[src/rtl/axil_regfile_slave.sv]
// AXI4-Lite register file: NUM_REGS byte-strobed registers, AW/W accepted independently in any order.
// Optional feature macro AXIL_SLVERR_EN: out-of-range accesses answer SLVERR instead of OKAY.
module axil_regfile_slave #(
    parameter int ADDR_WIDTH = 8,
    parameter int DATA_WIDTH = 32,
    parameter int NUM_REGS   = 16
) (
    input  logic                      ACLK,
    input  logic                      ARESETn,
    input  logic [ADDR_WIDTH-1:0]     AWADDR,
    input  logic                      AWVALID,
    output logic                      AWREADY,
    input  logic [DATA_WIDTH-1:0]     WDATA,
    input  logic [DATA_WIDTH/8-1:0]   WSTRB,
    input  logic                      WVALID,
    output logic                      WREADY,
    output logic [1:0]                BRESP,
    output logic                      BVALID,
    input  logic                      BREADY,
    input  logic [ADDR_WIDTH-1:0]     ARADDR,
    input  logic                      ARVALID,
    output logic                      ARREADY,
    output logic [DATA_WIDTH-1:0]     RDATA,
    output logic [1:0]                RRESP,
    output logic                      RVALID,
    input  logic                      RREADY
);

    localparam int STRB_W = DATA_WIDTH / 8;
    localparam int LSB    = $clog2(STRB_W);
    localparam int IDX_W  = ADDR_WIDTH - LSB;

    localparam logic [1:0] RESP_OKAY = 2'b00;
`ifdef AXIL_SLVERR_EN
    localparam logic [1:0] RESP_OOR  = 2'b10;
`else
    localparam logic [1:0] RESP_OOR  = 2'b00;
`endif

    typedef enum logic {W_COLLECT, W_RESP} wr_state_t;
    typedef enum logic {R_IDLE, R_DATA}    rd_state_t;

    wr_state_t wstate;
    rd_state_t rstate;

    logic [DATA_WIDTH-1:0] regs [NUM_REGS];

    // One-entry holding registers for whichever of AW/W arrives first
    logic                  aw_held;
    logic [IDX_W-1:0]      aw_idx_q;
    logic                  w_held;
    logic [DATA_WIDTH-1:0] w_data_q;
    logic [STRB_W-1:0]     w_strb_q;

    logic                  aw_hs;
    logic                  w_hs;
    logic                  aw_avail;
    logic                  w_avail;
    logic                  wr_fire;
    logic [IDX_W-1:0]      wr_idx;
    logic [DATA_WIDTH-1:0] wr_data;
    logic [STRB_W-1:0]     wr_strb;
    logic [NUM_REGS-1:0]   wr_sel;
    logic                  wr_in_range;

    logic [IDX_W-1:0]      rd_idx;
    logic [NUM_REGS-1:0]   rd_sel;
    logic                  rd_in_range;
    logic [DATA_WIDTH-1:0] rd_val;

    logic                  unused_addr_bits;
    assign unused_addr_bits = ^{AWADDR[LSB-1:0], ARADDR[LSB-1:0]};

    assign aw_hs    = AWVALID && AWREADY;
    assign w_hs     = WVALID && WREADY;
    assign aw_avail = aw_held || aw_hs;
    assign w_avail  = w_held || w_hs;
    assign wr_fire  = (wstate == W_COLLECT) && aw_avail && w_avail;

    assign wr_idx  = aw_held ? aw_idx_q : AWADDR[ADDR_WIDTH-1:LSB];
    assign wr_data = w_held ? w_data_q : WDATA;
    assign wr_strb = w_held ? w_strb_q : WSTRB;
    assign rd_idx  = ARADDR[ADDR_WIDTH-1:LSB];

    // One-hot decode; an index matching no register is out of range
    always_comb begin
        wr_sel = '0;
        rd_sel = '0;
        for (int i = 0; i < NUM_REGS; i++) begin
            wr_sel[i] = (wr_idx == IDX_W'(i));
            rd_sel[i] = (rd_idx == IDX_W'(i));
        end
    end

    assign wr_in_range = |wr_sel;
    assign rd_in_range = |rd_sel;

    always_comb begin
        rd_val = '0;
        for (int i = 0; i < NUM_REGS; i++) begin
            if (rd_sel[i]) begin
                rd_val = regs[i];
            end
        end
    end

    always_ff @(posedge ACLK) begin
        if (!ARESETn) begin
            for (int i = 0; i < NUM_REGS; i++) begin
                regs[i] <= '0;
            end
        end else if (wr_fire) begin
            for (int i = 0; i < NUM_REGS; i++) begin
                for (int b = 0; b < STRB_W; b++) begin
                    if (wr_sel[i] && wr_strb[b]) begin
                        regs[i][8*b +: 8] <= wr_data[8*b +: 8];
                    end
                end
            end
        end
    end

    always_ff @(posedge ACLK) begin
        if (!ARESETn) begin
            wstate   <= W_COLLECT;
            AWREADY  <= 1'b0;
            WREADY   <= 1'b0;
            BVALID   <= 1'b0;
            BRESP    <= RESP_OKAY;
            aw_held  <= 1'b0;
            aw_idx_q <= '0;
            w_held   <= 1'b0;
            w_data_q <= '0;
            w_strb_q <= '0;
        end else begin
            case (wstate)
                W_COLLECT: begin
                    if (wr_fire) begin
                        aw_held <= 1'b0;
                        w_held  <= 1'b0;
                        AWREADY <= 1'b0;
                        WREADY  <= 1'b0;
                        BVALID  <= 1'b1;
                        BRESP   <= wr_in_range ? RESP_OKAY : RESP_OOR;
                        wstate  <= W_RESP;
                    end else begin
                        if (aw_hs) begin
                            aw_held  <= 1'b1;
                            aw_idx_q <= AWADDR[ADDR_WIDTH-1:LSB];
                        end
                        if (w_hs) begin
                            w_held   <= 1'b1;
                            w_data_q <= WDATA;
                            w_strb_q <= WSTRB;
                        end
                        AWREADY <= !aw_avail;
                        WREADY  <= !w_avail;
                    end
                end
                W_RESP: begin
                    if (BREADY) begin
                        BVALID  <= 1'b0;
                        AWREADY <= 1'b1;
                        WREADY  <= 1'b1;
                        wstate  <= W_COLLECT;
                    end
                end
            endcase
        end
    end

    always_ff @(posedge ACLK) begin
        if (!ARESETn) begin
            rstate  <= R_IDLE;
            ARREADY <= 1'b0;
            RVALID  <= 1'b0;
            RDATA   <= '0;
            RRESP   <= RESP_OKAY;
        end else begin
            case (rstate)
                R_IDLE: begin
                    ARREADY <= 1'b1;
                    if (ARVALID && ARREADY) begin
                        RDATA   <= rd_val;
                        RRESP   <= rd_in_range ? RESP_OKAY : RESP_OOR;
                        RVALID  <= 1'b1;
                        ARREADY <= 1'b0;
                        rstate  <= R_DATA;
                    end
                end
                R_DATA: begin
                    if (RREADY) begin
                        RVALID  <= 1'b0;
                        ARREADY <= 1'b1;
                        rstate  <= R_IDLE;
                    end
                end
            endcase
        end
    end

endmodule

[config.mk]
export PLATFORM = sky130hd
export DESIGN_NAME = axil_regfile_slave
export DESIGN_NICKNAME = d
export VERILOG_FILES = /design/src/rtl/axil_regfile_slave.sv
export SDC_FILE = /design/constraint.sdc
export NUM_CORES = 1
export LEC_CHECK = 0
export ABC_AREA = 1
export CORE_ASPECT_RATIO = 0.5
export CORE_MARGIN = 10
export CORE_UTILIZATION = 50
export CTS_BUF_LIST = sky130_fd_sc_hd__clkbuf_4 sky130_fd_sc_hd__clkbuf_8
export DETAILED_ROUTE_END_ITERATION = 16
export PLACE_DENSITY = 0.7
export SLEW_MARGIN = 20
export SYNTH_ARGS = -nofsm -noshare
export SYNTH_HDL_FRONTEND = slang
export SYNTH_SLANG_ARGS = --single-unit
[constraint.sdc]
create_clock -name ACLK -period 5.9 [get_ports ACLK]
set_input_delay 1.18 -clock ACLK [delete_from_list [all_inputs] [get_ports ACLK]]
set_output_delay 1.18 -clock ACLK [all_outputs]
set_load 0.05 [all_outputs]
==> summary.md <==
Outcome
- **run status** finished, final reports clean

Timing
- **count of endpoints failing hold in the final timing report** 0
- **relative max-transition margin** 33.1%
- **clock skew after layout** 27.0 ps
- **final setup violation count** 0
- **worst slew pin tran** 1000 ps
- **final worst path period share** 67.3%
- **Max Fclk** 252 MHz
- **setup TNS** 0 ps
- **post-layout min period** 3970 ps
- **max-slew violation total from the final report** 0
- **unrepaired setup endpoints after global routing** false

Clocking
- **number of buffers created by CTS** 84
- **number of clock sinks seen by CTS** 595
- **maximum count of clock buffers along a single path** 3
- **clock network latency to the later pin of the worst-skew pair** 660 ps
- **Clock Root Buffer** sky130_fd_sc_hd__clkbuf_8
- **post-CTS setup repair buffer count** 0
- **Clk pin slew, worst setup/hold paths** 70 ps
- **# H-tree levels** 3
- **count of cells resized by post-cts repair** 0
- **hold bufs inserted after CTS** 0
- **TritonCTS clock tree** yes

Placed design
- **total half-perimeter wirelength after legalization and detailed placement** 42700 um
- **count of port buffers added during placement** 91
- **RePlAce Congestion** 0.864

Logic synthesis
- **cell types occupying the most area after synthesis** sky130_fd_sc_hd__edfxtp_1, sky130_fd_sc_hd__nand2_1, sky130_fd_sc_hd__nor2_1
- **number of enable-type register cells in the synthesized netlist** 512
- **Seq/Total Area, Yosys** 66.9%
- **synthesized area per cell** 9.78 um^2
- **biggest area consumer among synthesized cells** sky130_fd_sc_hd__edfxtp_1
- **number of distinct standard cells referenced by the synthesized netlist** 31
- **warning count from the yosys run** 0
- **Synth Flop Type** sky130_fd_sc_hd__edfxtp_1
- **cell area after synthesis** 25500 um^2
- **Cells after Synth** 2604
- **area fraction of the dominant cell type after synthesis** 60.3%
- **Yosys reg bits** 595
- **fraction of registers with async set or reset after synthesis** 0%

Routing
- **DR iter-0 viols** 2140
- **final routed wirelength across all metal layers** 60500 um
- **Pre-antenna DRT Iters** 6
- **Wirelength per Cell** 17.5 um
- **DRC viols** 0
- **number of vias in the routed layout** 17.9k
- **post-detailed-route count of antenna-violating nets** 0
- **vias per cell** 5.17

Floorplanning
- **x dimension of the die** 339 um
- **die boundary height** 180 um
- **number of ports placed on the die boundary** 100
- **Initial Utilization** 50.7%
- **die area** 60900 um^2
- **area of the placeable core** 50300 um^2
- **Core Rows** 58

GRT
- **final global-route overflow total** 0
- **all-layer global routing usage** 19.4%
- **antenna violations before repair** 1
- **global-route wire length before repair** 93500 um
- **vias in the first global route** 16.3k
- **maximum number of pins on one net before global-route repair** 65

Worst setup path
- **Crit Path Category** in -> reg
- **CP Capture Point** RDATA[10]
- **critical-path maximum fanout** 20
- **startpoint kind of the worst setup timing path** input port
- **Worst setup startpoint** ARADDR[4]
- **source of the worst register-to-register timing path** w_held
- **CP Data Arrival Time** 4560 ps
- **critical path endpoint category** register
- **worst reg2reg path endpoint** regs[0][5]
- **internal reg-to-reg setup slack** 2820 ps
- **required time of the critical path** 6490 ps
- **number of cells traversed by the worst register-to-register path** 8

Power and ir drop
- **pwr/cell area** 299 nW/um^2
- **static power due to leakage** 11.3 nW
- **Peak VDD IR** 0.000156 V

Layout
- **Multi-input gate area** 7140 um^2
- **storage element area** 17000 um^2
- **fin nets** 2765
- **fin util** 57.1%
- **number of filler instances in the final layout** 4190
- **layout cell share with drive strength beyond 1** 9.88%
- **Area growth syn-to-layout** 12.7%
- **most used cells in the layout excluding fill and tap cells** sky130_fd_sc_hd__nand2_1, sky130_fd_sc_hd__nor2_1, sky130_fd_sc_hd__edfxtp_1
- **leading cell type in the layout, fill and taps excluded** sky130_fd_sc_hd__nand2_1

Flow run
- **max capacitance violation total** 0

Min path
- **HP Class** reg -> reg

cells in the mapped netlist (4+ instances only):
library cell,count
sky130_fd_sc_hd__nor2_4,9
sky130_fd_sc_hd__buf_1,7
sky130_fd_sc_hd__or2_2,18
sky130_fd_sc_hd__dfxtp_1,83
sky130_fd_sc_hd__or2_0,4
sky130_fd_sc_hd__clkinv_1,7
sky130_fd_sc_hd__nor2_1,610
sky130_fd_sc_hd__nand3_1,50
sky130_fd_sc_hd__nor3_1,6
sky130_fd_sc_hd__clkbuf_1,91
sky130_fd_sc_hd__inv_1,202
sky130_fd_sc_hd__nor2_2,11
sky130_fd_sc_hd__nand4_1,98
sky130_fd_sc_hd__a21oi_1,57
sky130_fd_sc_hd__buf_4,8
sky130_fd_sc_hd__nand2_4,8
sky130_fd_sc_hd__o21ai_0,103
sky130_fd_sc_hd__inv_2,9
sky130_fd_sc_hd__buf_2,14
sky130_fd_sc_hd__nand2_2,35
sky130_fd_sc_hd__edfxtp_1,512
sky130_fd_sc_hd__nand2_1,651
worst max-delay path: stages:
cell,delay [ps]
sky130_fd_sc_hd__clkdlybuf4s50_1,540
sky130_fd_sc_hd__nor2_2,640
sky130_fd_sc_hd__inv_2,180
sky130_fd_sc_hd__nor2_2,800
sky130_fd_sc_hd__buf_4,260
sky130_fd_sc_hd__nand2_1,50
sky130_fd_sc_hd__nand3_1,120
sky130_fd_sc_hd__nor2_1,80
sky130_fd_sc_hd__nand4_1,90
sky130_fd_sc_hd__o21ai_1,130
sky130_fd_sc_hd__nand4_1,130
sky130_fd_sc_hd__nand2_1,100
sky130_fd_sc_hd__nand4_1,90
sky130_fd_sc_hd__nand2_1,50
sky130_fd_sc_hd__a21oi_1,110
metrics by stage:
stage               hold WS (ps)  instances  total power [mW]  worst slack (ps)  area, um^2
finish                       462       3463              8.58              1930       28700
global route                 484       3462              8.89              1780       28700
CTS                          465       3462              8.62              1990       28700
detailed placement           455       3310              5.51              1300       27100
global placement             455       3310              5.49              1360       27100
floorplan                    455       2607              5.27              2900       25500
cell type report:
| cell class | instances | area share [%] |
|---|---|---|
| clock buffer | 119 | 5.12 |
| timing repair buffer | 134 | 4.29 |
| clock inverter | 33 | 0.497 |
| antenna | 1 | 0.00872 |
| sequential | 595 | 59.3 |
| inverter | 218 | 2.85 |
| tap | 690 | 3.01 |
| multi-input combinational | 1673 | 24.9 |
registers in the layout, indices dropped and copies added, names as in the netlist, 4 cells and up:
register,count
aw_idx_q,6
w_data_q,32
RDATA,32
w_strb_q,4
regs,512
how the worst min path moves through the flow:
stage / start / endpoint / slack [ps] / cells past startpoint
floorplan: w_data_q[10] / w_data_q[10] / 450 / 2
detailed placement: RDATA[3] / RDATA[3] / 460 / 2
global placement: RDATA[17] / RDATA[17] / 450 / 2
finish: RDATA[14] / RDATA[14] / 460 / 2
CTS: RDATA[3] / RDATA[3] / 470 / 2
global route: RDATA[1] / RDATA[1] / 480 / 2
metal layers:
layer	GRT usage (%)	share of wire [%]	up-vias
met5	0	0.018	-
met4	4.39	1.6	2
met3	5.35	11	87
li1	-	-	8722
met1	30.3	48	8321
met2	26.1	40	757
cells by family (layout without fill, tap and decap cells):
| group | count (synthesis) | after routing | synth area share, % |
|---|---|---|---|
| mux | 1 | 1 | 0.0393 |
| buf+inv | 339 | 504 | 5.21 |
| compound gates | 165 | 165 | 3.28 |
| flops | 595 | 595 | 66.9 |
| other cells | 1 | 5 | 0.0147 |
| simple gates | 1503 | 1503 | 24.6 |
power breakdown:
part / leakage, nW / internal [mW] / switching, mW / total (mW)
clock network: 0.864 / 1.60 / 1.55 / 3.15
logic: 4.50 / 0.143 / 0.444 / 0.587
registers: 5.94 / 4.78 / 0.0602 / 4.84
total: 11.3 / 6.53 / 2.05 / 8.58
Power figures use the tool's default switching activity.
